### config.mk
export PLATFORM = sky130hd
export DESIGN_NAME = imem_prefetch_buffer
export DESIGN_NICKNAME = d
export VERILOG_FILES = /design/src/rtl/imem_prefetch_pkg.sv /design/src/rtl/prefetch_fifo.sv /design/src/rtl/imem_prefetch_buffer.sv
export SDC_FILE = /design/constraint.sdc
export NUM_CORES = 1
export LEC_CHECK = 0
export BUFFER_PORTS_ARGS = -buffer_cell sky130_fd_sc_hd__buf_2
export CORE_MARGIN = 8
export CORE_UTILIZATION = 35
export CTS_CLUSTER_DIAMETER = 150
export DETAILED_ROUTE_END_ITERATION = 16
export PLACE_DENSITY = 0.59
export RECOVER_POWER = 25
export SKIP_LAST_GASP = 1
export SLEW_MARGIN = 20
export SYNTH_ARGS = -nofsm -noshare
export SYNTH_HDL_FRONTEND = slang
export SYNTH_SLANG_ARGS = --single-unit
### constraint.sdc
create_clock -name clk -period 4.6 [get_ports clk]
set_clock_uncertainty 0.1 [all_clocks]
set_input_delay 0 -clock clk [delete_from_list [all_inputs] [get_ports clk]]
set_output_delay 0 -clock clk [all_outputs]
set_load 0.01 [all_outputs]
### src/rtl/imem_prefetch_pkg.sv
// Shared types for the instruction prefetch buffer: one FIFO entry per fetched word.
// Types and constants only, so there is no latency or backpressure behaviour here.
package imem_prefetch_pkg;

    typedef struct packed {
        logic [31:0] data;
        logic        err;
    } fetch_entry_t;

    localparam logic [31:0] WORD_BYTES = 32'd4;

endpackage

### src/rtl/prefetch_fifo.sv
// Sync FIFO of fetched words with flush and a two-entry head window. A push is visible
// one cycle after it is written. There is no backpressure; the caller's credit scheme keeps it from overflowing.
module prefetch_fifo
    import imem_prefetch_pkg::*;
#(
    parameter int DEPTH = 4,
    parameter int CNT_W = $clog2(DEPTH + 1)
) (
    input  logic             clk,
    input  logic             rst_n,
    input  logic             flush,
    input  logic             push,
    input  fetch_entry_t     push_entry,
    input  logic             pop,
    output fetch_entry_t     head0,
    output fetch_entry_t     head1,
    output logic [CNT_W-1:0] count
);

    localparam int PTR_W = $clog2(DEPTH);

    fetch_entry_t     entries [DEPTH];
    logic [PTR_W-1:0] rd_ptr;
    logic [PTR_W-1:0] wr_ptr;

    always_ff @(posedge clk or negedge rst_n) begin
        if (!rst_n) begin
            rd_ptr <= '0;
            wr_ptr <= '0;
            count  <= '0;
        end else if (flush) begin
            rd_ptr <= '0;
            wr_ptr <= '0;
            count  <= '0;
        end else begin
            if (push) wr_ptr <= wr_ptr + PTR_W'(1);
            if (pop)  rd_ptr <= rd_ptr + PTR_W'(1);
            count <= count + CNT_W'(push) - CNT_W'(pop);
        end
    end

    // Storage needs no reset: count gates every read of it.
    always_ff @(posedge clk) begin
        if (push && !flush) entries[wr_ptr] <= push_entry;
    end

    assign head0 = entries[rd_ptr];
    assign head1 = entries[rd_ptr + PTR_W'(1)];

endmodule

### src/rtl/imem_prefetch_buffer.sv
// Sequential instruction prefetcher between the core imem port and a req/gnt/rvalid memory. A hit costs zero cycles, and a redirect takes 3 cycles to its first word with a 1-cycle memory.
// Fetch requests stop when FIFO entries plus outstanding fetches reach DEPTH. The core is never stalled except by waiting for data.
module imem_prefetch_buffer
    import imem_prefetch_pkg::*;
#(
    parameter int DEPTH = 4,
    parameter int CNT_W = $clog2(DEPTH + 1)
) (
    input  logic        clk,
    input  logic        rst_n,
    input  logic        core_req,
    input  logic [31:0] core_addr,
    output logic [31:0] core_rdata,
    output logic        core_ready,
    output logic        core_err,
    output logic        mem_req,
    output logic [31:0] mem_addr,
    input  logic        mem_gnt,
    input  logic        mem_rvalid,
    input  logic [31:0] mem_rdata,
    input  logic        mem_err
);

    logic [CNT_W-1:0] count;
    logic [CNT_W-1:0] outstanding;
    logic [CNT_W-1:0] drop_cnt;
    logic [CNT_W:0]   in_use;
    logic [31:0]      head_addr;
    logic [31:0]      fetch_addr;
    fetch_entry_t     entry0;
    fetch_entry_t     entry1;
    fetch_entry_t     push_entry;
    logic             hit0;
    logic             hit1;
    logic             waiting;
    logic             redirect;
    logic             issue;
    logic             resp;
    logic             drop;
    logic             push;

    assign hit0     = core_req && (count >= CNT_W'(1)) && (core_addr == head_addr);
    assign hit1     = core_req && (count >= CNT_W'(2)) && (core_addr == head_addr + WORD_BYTES);
    // An empty FIFO at the requested PC means its first word is already on the way.
    assign waiting  = (count == '0) && (core_addr == head_addr);
    assign redirect = core_req && !hit0 && !hit1 && !waiting;

    assign in_use   = {1'b0, count} + {1'b0, outstanding};
    assign mem_req  = core_req && !redirect && (in_use < (CNT_W+1)'(DEPTH));
    assign mem_addr = fetch_addr;
    assign issue    = mem_req && mem_gnt;

    // Responses that arrive when nothing is outstanding (e.g. just after reset) are ignored.
    assign resp = mem_rvalid && (outstanding != '0);
    assign drop = resp && (drop_cnt != '0);
    assign push = resp && !drop && !redirect;

    assign push_entry = '{data: mem_rdata, err: mem_err};

    always_comb begin
        core_ready = hit0 || hit1;
        core_rdata = '0;
        core_err   = 1'b0;
        if (hit0) begin
            core_rdata = entry0.data;
            core_err   = entry0.err;
        end else if (hit1) begin
            core_rdata = entry1.data;
            core_err   = entry1.err;
        end
    end

    always_ff @(posedge clk or negedge rst_n) begin
        if (!rst_n) begin
            outstanding <= '0;
            drop_cnt    <= '0;
            head_addr   <= '0;
            fetch_addr  <= '0;
        end else begin
            outstanding <= outstanding + CNT_W'(issue) - CNT_W'(resp);
            // On redirect, every fetch still in flight belongs to the old stream.
            if (redirect)  drop_cnt <= outstanding - CNT_W'(resp);
            else if (drop) drop_cnt <= drop_cnt - CNT_W'(1);
            if (redirect)  head_addr <= core_addr;
            else if (hit1) head_addr <= head_addr + WORD_BYTES;
            if (redirect)   fetch_addr <= core_addr;
            else if (issue) fetch_addr <= fetch_addr + WORD_BYTES;
        end
    end

    prefetch_fifo #(
        .DEPTH (DEPTH),
        .CNT_W (CNT_W)
    ) u_fifo (
        .clk        (clk),
        .rst_n      (rst_n),
        .flush      (redirect),
        .push       (push),
        .push_entry (push_entry),
        .pop        (hit1),
        .head0      (entry0),
        .head1      (entry1),
        .count      (count)
    );

endmodule

# After elaboration in Yosys (flattened, before gate mapping)
# Memories as Yosys holds them, arrays and structs flattened.
# Index checks and enable logic that the tools add are counted.
[totals] regBits=77 ramBits=132 input_bits=70 output_inout_bits=67 elab_cells=70 n_memories=1
[memory_table] name="u_fifo.entries" words=4 width=33 rd=2 rd_ports_with_merged_regs=0 write_ports=1 line="prefetch_fifo.sv:22" rtl="fetch_entry_t entries [DEPTH];"
[op_classes] add_sub_neg=11 order_cmp=3 eq_ne=2 n_mux=17 reduce_logical=29
[ops] cell="$mux 32" n=6
[ops] cell="$add 32x3->32 const B" n=2
[ops] cell="$eq 32x32->1" n=2
[ops] cell="$logic_and 1x1->1" n=16
[ops] cell="$mux 3" n=3
[ops] cell="$sub 3x1->3" n=3
[ops] cell="$mux 2" n=4
[ops] cell="$reduce_bool 2->1" n=4
[ops] cell="$add 3x1->3" n=2
[ops] cell="$reduce_bool 3->1" n=2
[ops] cell="$logic_not 1->1" n=5
[ops] cell="$add 2x1->2 const B" n=2
[ops] cell="$add 3x3->4" n=1
[ops] cell="$lt 4x3->1 const B" n=1
[ops] cell="$mux 1" n=4
[ops] cell="$ge 3x1->1 const B" n=1
[ops] cell="$ge 3x2->1 const B" n=1
[ops] cell="$logic_not 3->1" n=1
[ops] cell="$sub 3x1->3 const B" n=1
[ops] cell="$logic_or 1x1->1" n=1

# Logic depth before layout (Yosys ltp)
# Gate-level depths: netlist of run 1.
[depth] word_depth=13 mapped_depth=19 depth_no_buf=16

# By module
# A second synthesis of run 1 with hierarchy kept.
[unflattened] hier_cells=908 hier_area_um2=11752.5
[modules_own_cells] module="prefetch_fifo" instances=1 cells_per_inst=251 area_per_inst_um2=5985.7 seq_area_each_um2=4139.0
[modules_own_cells] module="imem_prefetch_buffer" instances=1 cells_per_inst=657 area_per_inst_um2=5766.8 seq_area_each_um2=1751.7

# Least setup slack after synthesis of run 1
# No wires, ideal clock.
[synth_path] path_type="flip-flop to flip-flop" from="reg head_addr[2]" to="reg outstanding[2]" setup_time_ns=0.080 t_arrival_ns=3.998 required_time_ns=4.420 slack_ns=0.423 stages_incl_launch_ff=19 n_path_buf=2 period_less_slack_ns=4.177 path_cell_list="dfrtp_1 -> ha_1 -> clkbuf_1 -> nand4_1 -> nor4_4 -> a211oi_1 -> or4b_1 -> a2111oi_4 -> nand4_2 -> nand2_1 -> buf_2 -> nand2_1 -> ha_1 -> inv_1 -> ha_1 -> inv_1 -> fa_1 -> xnor2_1 -> xnor2_1"
[synth_between] elab_chain_len=12 word_cells_on_any_way=18 cone_classes="3 x add/sub; 2 x eq/ne; 13 x reduce/logical"
[synth_lines] item="start, declared" line="imem_prefetch_buffer.sv:28" rtl="logic [31:0] head_addr;"
[synth_lines] item="start signal, assigned" line="imem_prefetch_buffer.sv:84" rtl="if (redirect) head_addr <= core_addr;"
[synth_lines] item="start signal, assigned" line="imem_prefetch_buffer.sv:85" rtl="else if (hit1) head_addr <= head_addr + WORD_BYTES;"
[synth_lines] item="$add 32x3->32 / $eq 32x32->1 (equally long branches)" line="imem_prefetch_buffer.sv:43, imem_prefetch_buffer.sv:42, imem_prefetch_buffer.sv:45"
[synth_lines] item="$eq 32x32->1 / $logic_and 1x1->1 (equally long branches)" line="imem_prefetch_buffer.sv:43, imem_prefetch_buffer.sv:42"
[synth_lines] item="$logic_and 1x1->1 / $logic_not 1->1 (equally long branches)" line="imem_prefetch_buffer.sv:43, imem_prefetch_buffer.sv:46"
[synth_lines] item="$logic_not 1->1 / $logic_and 1x1->1 (equally long branches)" line="imem_prefetch_buffer.sv:46" rtl="assign redirect = core_req && !hit0 && !hit1 && !waiting;"
[synth_lines] item="$logic_and 1x1->1" line="imem_prefetch_buffer.sv:46"
[synth_lines] item="$logic_and 1x1->1 (*)" line="imem_prefetch_buffer.sv:46"
[synth_lines] item="$logic_not 1->1 (*)" line="imem_prefetch_buffer.sv:49" rtl="assign mem_req = core_req && !redirect && (in_use < (CNT_W+1)'(DEPTH));"
[synth_lines] item="$logic_and 1x1->1 (*) (2 in a row)" line="imem_prefetch_buffer.sv:49"
[synth_lines] item="$logic_and 1x1->1 (*)" line="imem_prefetch_buffer.sv:51" rtl="assign issue = mem_req && mem_gnt;"
[synth_lines] item="$add 3x1->3 (*)" line="imem_prefetch_buffer.sv:80" rtl="outstanding <= outstanding + CNT_W'(issue) - CNT_W'(resp);"
[synth_lines] item="$sub 3x1->3 (*)" line="imem_prefetch_buffer.sv:80"
[synth_lines] item="end signal, assigned" line="imem_prefetch_buffer.sv:80"
[synth_lines] item="end, declared" line="imem_prefetch_buffer.sv:25" rtl="logic [CNT_W-1:0] outstanding;"
# Mark *: on every way between the ends. The rest lies on a longest branch, timed or not.
# A chain may end at the register's enable or synchronous reset.

# Worst setup path in the final report of run 1
[layout_path] from="reg head_addr[15]" to="out core_rdata[0]"
[layout_between] elab_chain_len=5 word_cells_on_any_way=7 cone_classes="1 x add/sub; 2 x eq/ne; 2 x mux; 2 x reduce/logical"
[layout_lines] item="$add 32x3->32" line="imem_prefetch_buffer.sv:43" rtl="assign hit1 = core_req && (count >= CNT_W'(2)) && (core_addr == head_addr + WORD_BYTES);"
[layout_lines] item="$eq 32x32->1" line="imem_prefetch_buffer.sv:43"
[layout_lines] item="$logic_and 1x1->1" line="imem_prefetch_buffer.sv:43"
[layout_lines] item="$mux 32" line="imem_prefetch_buffer.sv:67" rtl="end else if (hit1) begin"
[layout_lines] item="$mux 32 (*)" line="imem_prefetch_buffer.sv:64" rtl="if (hit0) begin"
[layout_lines] item="end, declared" line="imem_prefetch_buffer.sv:13" rtl="output logic [31:0] core_rdata,"
# Marks and branches as above.

==> metrics.txt, run 1 <==
run status finished clean; R2R Setup Slk ~270 ps; Fin Setup TNS 0 ps; Critical Path AT about 4300 ps; Die H 201 um; Synth async-reset ratio 0.368; Slew @ Worst Pin roughly 840 ps; final instance area ~15000 um^2; Reg clk slew, reported paths ~60 ps; post-synthesis cell count 1097; share of cells above drive strength 1 0.208; TritonCTS buffer count 25; Final min period 4390 ps; worst IR drop on VDD around 0.00033 V; Worst R2R End head_addr[0]; clk sink count ~210; FF/Latch Area 5900 um^2; Total Wirelength roughly 34000 um; Critical path origin head_addr[15]; area leader, netlist edfxtp_1; required time of the critical path approximately 4500 ps; highest metal used met4; Skew-Pair Late Insertion Delay around 540 ps; pwr/cell area between 300 and 400 nW/um^2; number of fill cells in the layout between 3000 and 4000; Post-DP HPWL 22600 um; CP peak stage delay about 570 ps; Avg Cell Area, Syn between 10 and 15 um^2; Synth Cell Area 12000 um^2; Worst Hold Class input pin to flop; Overall Power around 0.0051 W; vias per inst about 5.3; Hold Crit Start mem_rdata[27]; Leakage 5.42 nW; hold endpoint u_fifo.entries[1][28]; top post-synthesis cells by area edfxtp_1 33%, dfrtp_1 16%, mux2i_1 6.0%, mux2_2 3.4%, xnor2_1 3.4%; Setup Viol. Count Final 0; Avg WL per Cell ~19 um; via count slightly above 9000; GRT overflow 0; antenna violations before repair 2; flop and latch count out of synthesis approximately 210; Worst Setup End Kind primary output; First-pass DRT Iterations 5; worst r2r src head_addr[5]; Root Buffer clkbuf_16; vias in the first global route roughly 9400; DP Area between 10000 and 15000 um^2; CTS tree done; largest net degree at the start of global routing about 120; Metal-1 WL approximately 14000 um; I/O pin count ~140; # DRC 0; Critical Path Source Type flop; RSZ-0062 raised after global routing no; Slowest cell on crit path or4b_1; DIE AREA between 40000 and 50000 um^2; post-CTS setup buffers 0; P&R area growth vs syn 23.7%; Ys Warns 0; Final Hold Viols 0; Row Count 67; port bufs roughly 140; critical path's most frequent cell buf_4; register area share after synthesis 0.492; clock buffer depth 3; post-route ant nets 0; worst reg-to-reg path cell count 10; top cell type's share of synthesized area 0.331; first-pass GRT wire length around 52000 um; Post-synth EDFFs around 130; met2 WL post-DR about 16000 um; Final Cycle Share 0.954; routability cong. 0.936; syn nets 1187; kind of critical path flop to primary output; Global Route Usage Sum 0.160; Initial Util 0.356; Starting DRT DRC Count around 650; most used flip-flop cell after synthesis edfxtp_1; fin. max-slew vios 0; FMAX 228 MHz; critical path peak fanout 63; core footprint ~34000 um^2; Setup WS post-layout about 210 ps; crit-path cells nand4_1 -> nor4_4 -> a211oi_1 -> or4b_1 -> a2111oi_4 -> nand4_4 -> buf_4 -> buf_4 -> o22ai_1 -> buf_2; number of H-tree levels 1; Slew Limit Headroom 0.438; post-synth cell types 73; Hold Path Depth 2; post-place setup slack around 220 ps; met3 WL about 1700 um; Nets 1373; width of the die ~200 um; MaxCap Viol Count 0; area of the multi-input gates between 5000 and 6000 um^2
==> kinds of logic (layout without fill, tap and decap cells) <==
group,Yosys count,in the layout,share of synthesized area
flops,209,209,0.492
other cells,0,2,0
buf+inv,120,324,0.0415
simple gates,335,335,0.145
mux,122,122,0.119
xor+xnor,79,79,0.0578
fa+ha+maj,20,20,0.0222
compound gates,212,212,0.122
==> registers in the layout, indices dropped and copies added (netlist names) <==
name and cells:
outstanding 3, u_fifo.wr_ptr 2, mem_addr 32, u_fifo.count 3, u_fifo.rd_ptr 2, drop_cnt 3
u_fifo.entries 132, head_addr 32
==> placed cells by master (no fill, tap or decap), types with 7 or more instances in the layout <==
cell / instances
buf_2: 104
buf_4: 23
nor2_1: 79
o22ai_1: 29
or3_1: 7
xnor2_1: 46
or2_2: 9
a21oi_1: 58
nand2b_1: 8
o2bb2ai_1: 11
nand4_1: 27
mux2_2: 36
nor3_1: 11
nor4_1: 7
inv_1: 43
o21ai_0: 43
dfrtp_1: 75
nand3_1: 37
ha_1: 17
edfxtp_1: 132
mux2i_1: 72
a211oi_2: 17
nand2_1: 82
and4_1: 13
and3_1: 17
mux4_2: 12
dlygate4sd3_1: 70
xor2_1: 33
clkbuf_16: 26
clkbuf_1: 35
clkbuf_8: 10
==> stage by stage <==
step | instances | hold slack, ps | utilization
after CTS | 1747 | 69.2 | 0.440
after global routing | 1751 | 151 | 0.440
final | 1751 | 148 | 0.440
after global placement | 1631 | -63.9 | 0.391
after floorplan | 1097 | -396 | -
after detailed placement | 1631 | -61.9 | 0.391
==> per-layer routing <==
| layer | global-route usage | vias to the layer above |
|---|---|---|
| li1 | - | 4419 |
| met1 | 0.200 | 4547 |
| met2 | 0.273 | 230 |
| met3 | 0.0316 | 62 |
| met4 | 0.0531 | 0 |
| met5 | 0 | - |
==> power by group <==
group | switching (W) | internal [W]
clock network | 0.000803 | 0.00131
logic | 0.000388 | 0.000329
registers | 0.000130 | 0.00211
total | 0.00132 | 0.00375
==> how the worst max path moves through the flow <==
stage,endpoint,cells past startpoint
2_1_floorplan,outstanding[2],18
3_3_place_gp,head_addr[1],11
3_5_place_dp,head_addr[0],10
4_1_cts,core_rdata[31],10
5_1_grt,head_addr[0],10
6_report,core_rdata[0],10
==> cell type report <==
| type | count | share of cell area |
|---|---|---|
| Clock inverter | 5 | 0.00659 |
| Timing Repair Buffer | 235 | 0.112 |
| Inverter | 44 | 0.0112 |
| Sequential cell | 209 | 0.398 |
| Multi-Input combinational cell | 768 | 0.379 |
| Antenna cell | 2 | 0.000338 |
| Clock buffer | 40 | 0.0543 |
| Tap cell | 448 | 0.0379 |
==> worst max-delay path: cells and delay by family (launching register included) <==
| family | cells | cell delay (ps) |
|---|---|---|
| and+or+nand+nor | 4 | 1610 |
| buffers and inverters | 3 | 830 |
| DFF | 1 | 550 |
| AOI/OAI and AO/OA | 3 | 710 |
==> synthesized netlist by cell type, types with 4 or more instances <==
cell type / number
nor4_1: 7
o211a_1: 4
buf_1: 9
nor2b_1: 6
ha_1: 18
or4_1: 4
o21ai_0: 43
dfrtp_1: 77
o21bai_1: 4
nor2_1: 79
o31ai_1: 4
and4_1: 13
nand2_1: 82
mux2_2: 36
a211oi_2: 16
xor2_1: 33
a21oi_1: 58
a21o_1: 4
o22ai_1: 29
buf_2: 15
or2_2: 9
edfxtp_1: 132
nor3b_1: 5
clkbuf_1: 45
or3_1: 7
a22oi_1: 6
nand3_1: 37
buf_4: 5
mux2i_1: 72
nor3_1: 11
o2bb2ai_1: 11
inv_1: 43
and3_1: 17
nand2b_1: 8
nand4_1: 27
xnor2_1: 46
a31o_2: 5
and2_1: 6
nand3b_1: 4
mux4_2: 12
==> timing repair <==
action	4_1_cts	5_1_grt
endpoints found under the hold margin	278	0
endpoints found under the setup margin	0	16
hold buffers	71	0
resized for setup	0	3
Note: power is estimated with default switching activity, not from simulation.
==> run 2: changes to the inputs <==
Settings changed: SYNTH_HIERARCHICAL set to 1.
==> run 2 against run 1 <==
Die area decreased by 1.6%. Core utilization decreased by 0.56 points. Flip-flop and latch count unchanged. Global-route usage decreased by 0.46 points. Sequential share of layout area increased by 0.90 points. Via count decreased by 8.6%. Critical path depth increased by 8. Count of clock-buffer cells in the layout decreased by 5. Critical path type is now flop to flop. Largest power group unchanged. Highest routed layer unchanged.
==> metrics.txt, run 2 <==
flop and latch count out of synthesis 209 (unchanged); First-pass DRT Iterations 5 (unchanged); RSZ-0062 raised after global routing no (unchanged); Synth async-reset ratio 0.368 (unchanged); post-CTS setup buffers 0 (unchanged); critical path's most frequent cell inv_1 (was buf_4); Slew Limit Headroom 0.292 (was 0.438); Synth Cell Area 11800 um^2 (was 12000 um^2); GRT overflow 0 (unchanged); port bufs 136 (unchanged); Synth Area in Adders 0.0204 (was 0.0222); FF/Latch Area 5900 um^2 (about the same); Setup WS post-layout 195 ps (was 211 ps); Post-synth EDFFs 132 (unchanged); core footprint 33300 um^2 (was 33600 um^2); crit-path cells ha_2 -> nand3_2 -> buf_4 -> nor3_1 -> a21oi_1 -> or4_1 -> or4_4 -> nor4_4 -> a21o_2 -> and4_1 -> inv_1 -> ha_1 -> inv_1 -> ha_1 -> inv_1 -> fa_1 -> xnor3_1 -> nor2_1 (was nand4_1 -> nor4_4 -> a211oi_1 -> or4b_1 -> a2111oi_4 -> nand4_4 -> buf_4 -> buf_4 -> o22ai_1 -> buf_2); hold endpoint mem_addr[3] (was u_fifo.entries[1][28]); first-pass GRT wire length 48800 um (was 52400 um); top cells by count, synth 132 x edfxtp_1, 77 x dfrtp_1, 66 x mux4_2, 63 x nand2_1, 49 x xnor2_1 (was 132 x edfxtp_1, 82 x nand2_1, 79 x nor2_1, 77 x dfrtp_1, 72 x mux2i_1); commonest non-fill, non-tap cell in the layout edfxtp_1 (unchanged); MaxCap Viol Count 0 (unchanged); clk sink count 209 (unchanged); via count 8458 (was 9258); Synth Area in Compound Gates 0.0918 (was 0.122); Nets 1197 (was 1373); Row Count 67 (unchanged); Skew-Pair Late Insertion Delay 540 ps (about the same); post-synthesis cell count 908 (was 1097); clock buffer depth 3 (unchanged); Hold Path Depth 4 (was 2); number of fill cells in the layout 3068 (was 3145); Reg clk slew, reported paths 60 ps (about the same); share of cells above drive strength 1 0.241 (was 0.208); area of the multi-input gates 5380 um^2 (was 5610 um^2); Final Hold Viols 0 (unchanged); Die H 199 um (was 201 um); Worst Hold Class input pin to flop (unchanged); commonest non-fill, non-tap cells in the layout 132 x edfxtp_1, 104 x buf_2, 75 x dfrtp_1, 69 x dlygate4sd3_1, 66 x mux4_2 (was 132 x edfxtp_1, 104 x buf_2, 82 x nand2_1, 79 x nor2_1, 75 x dfrtp_1); fin. max-slew vios 0 (unchanged); I/O pin count 137 (unchanged); multiplexer share of the synthesized area 0.159 (was 0.119); Largest register FFs 132 (unchanged); FMAX 227 MHz (was 228 MHz); antenna violations before repair 0 (was 2); TritonCTS buffer count 25 (unchanged); Root Buffer clkbuf_16 (unchanged); worst reg-to-reg path cell count 18 (was 10); Setup Viol. Count Final 0 (unchanged); Critical Path Source Type flop (unchanged); XOR/XNOR share of the synthesized area 0.0638 (was 0.0578); Final Cycle Share 0.958 (was 0.954); largest family of logic cells by synthesized area multiplexers (was simple AND/OR/NAND/NOR gates); kind of critical path flop to flop (was flop to primary output); Total Wirelength 31300 um (was 33500 um); pwr/cell area 322 nW/um^2 (was 343 nW/um^2); area leader, netlist edfxtp_1 (unchanged); cell with the most instances after synthesis edfxtp_1 (unchanged); Worst path top cell family by delay simple AND/OR/NAND/NOR gates (unchanged); P&R area growth vs syn 23.1% (was 23.7%); vias per inst 5.37 (was 5.29); Avg Cell Area, Syn 12.9 um^2 (was 10.9 um^2); post-route ant nets 0 (unchanged); most flop-heavy register u_fifo/entries (was u_fifo.entries); critical path peak fanout 9 (was 63); width of the die 199 um (was 201 um); post-place setup slack 132 ps (was 220 ps); Bufs and invs on worst path 4 (was 3); register area share after synthesis 0.501 (was 0.492); Critical Path AT 4720 ps (was 4290 ps); Global Route Usage Sum 0.155 (was 0.160); Slowest cell on crit path or4_1 (was or4b_1); R2R Setup Slk 200 ps (was 270 ps); # DRC 0 (unchanged); tightest hold margin 99.0 ps (was 148 ps); Avg WL per Cell 19.9 um (was 19.1 um); Slew @ Worst Pin 1060 ps (was 843 ps); Fin Setup TNS 0 ps (unchanged); post-synth cell types 65 (was 73); vias in the first global route 8746 (was 9362); Starting DRT DRC Count 487 (was 652); run status finished clean (unchanged); CP peak stage delay 510 ps (was 570 ps); worst IR drop on VDD 0.000261 V (was 0.000332 V); final core utilization 0.435 (was 0.440); top cell type's share of synthesized area 0.337 (was 0.331); Post-DP HPWL 21300 um (was 22600 um); required time of the critical path 4920 ps (was 4500 ps); worst r2r src head_addr[3] (was head_addr[5]); Initial Util 0.353 (was 0.356); Ys Warns 6 (was 0); Synth Area in Simple Gates 0.120 (was 0.145); most used flip-flop cell after synthesis edfxtp_1 (unchanged); Leakage 5.34 nW (was 5.42 nW); syn nets 996 (was 1187); CTS tree done (unchanged); number of H-tree levels 1 (unchanged); DIE AREA 39700 um^2 (was 40400 um^2); Worst R2R End u_fifo/count[2] (was head_addr[0]); number of diodes 0 (was 2); Worst Setup End Kind flop (was primary output); Final min period 4400 ps (was 4390 ps); routability cong. 0.866 (was 0.936); Hold Crit Start mem_gnt (was mem_rdata[27]); top post-synthesis cells by area edfxtp_1 34%, dfrtp_1 16%, mux4_2 13%, xnor2_1 3.7%, xor2_1 2.5% (was edfxtp_1 33%, dfrtp_1 16%, mux2i_1 6.0%, mux2_2 3.4%, xnor2_1 3.4%); largest net degree at the start of global routing 59 (was 124)
==> run 2: cell count changes after synthesis, moves of 17 or more <==
cell,previous run,this run
mux2_2,36,3
buf_2,15,32
mux4_2,12,66
a22o_1,0,33
nor2_1,79,22
o22ai_1,29,4
a32oi_1,0,18
clkbuf_1,45,26
o21ai_0,43,9
a21oi_1,58,9
mux2i_1,72,22
nand2_1,82,63
==> run 2: cell families after synthesis <==
| family | Yosys count |
|---|---|
| buffers and inverters | 110 |
| adders and majority gates | 18 |
| xor gates and xnor gates | 84 |
| AOI/OAI and AO/OA | 135 |
| and+or+nand+nor | 250 |
| muxes | 102 |
| DFF | 209 |
==> run 2: power by group <==
group / internal, W / switching, W
Sequential: 0.00210 / 0.000106
Clock: 0.00104 / 0.000758
Combinational: 0.000307 / 0.000350
==> run 2: final cells by class <==
cell class	count	area share
inverter	41	0.0106
clock buffer	35	0.0472
timing repair buffer	243	0.121
clock inverter	9	0.00406
multi-input combinational	589	0.371
tap	448	0.0387
sequential	209	0.407
==> run 2: worst max path at each step <==
stage                       startpoint              end  slack (ps)  depth (start not counted)
after floorplan           head_addr[3]  u_fifo/count[2]          80                         19
after global placement    head_addr[3]  u_fifo/count[2]         210                         17
after detailed placement  head_addr[3]  u_fifo/count[2]         130                         17
after CTS                 head_addr[3]   core_rdata[10]           5                         13
after global routing      head_addr[2]  u_fifo/count[2]          10                         18
final                     head_addr[3]  u_fifo/count[2]         200                         18
==> run 2: metrics by stage <==
stage	power [W]	cells	cell area [um^2]
after floorplan	0.00262	908	11800
after global placement	0.00285	1459	13000
after detailed placement	0.00286	1459	13000
after CTS	0.00472	1573	14500
after global routing	0.00488	1574	14500
final	0.00466	1574	14500
==> run 2: worst reg2reg max path, delay by kind of cell (launching register included) <==
family | cells | cell delay (ps)
buffers and inverters | 4 | 360
AND/OR/NAND/NOR | 7 | 1860
AO/OA/AOI/OAI | 2 | 320
XOR/XNOR | 1 | 210
flip-flops | 1 | 410
adder cells (fa/ha/maj) | 4 | 1030
==> run 2: timing repair <==
action / in CTS / in global routing
endpoints found under the setup margin: 1 / 66
endpoints found under the hold margin: 276 / 0
hold buffers: 70 / 0
cloned: 0 / 0
gates resized for setup: 1 / 6
==> run 2: metal layers <==
metal	up-vias	part of all wire	GRT usage	wire (um)
li1	3936	-	-	-
met1	4273	0.44	0.204	13600
met2	208	0.49	0.266	15400
met3	41	0.051	0.0221	1600
met4	0	0.018	0.0406	554
met5	-	0	0	0
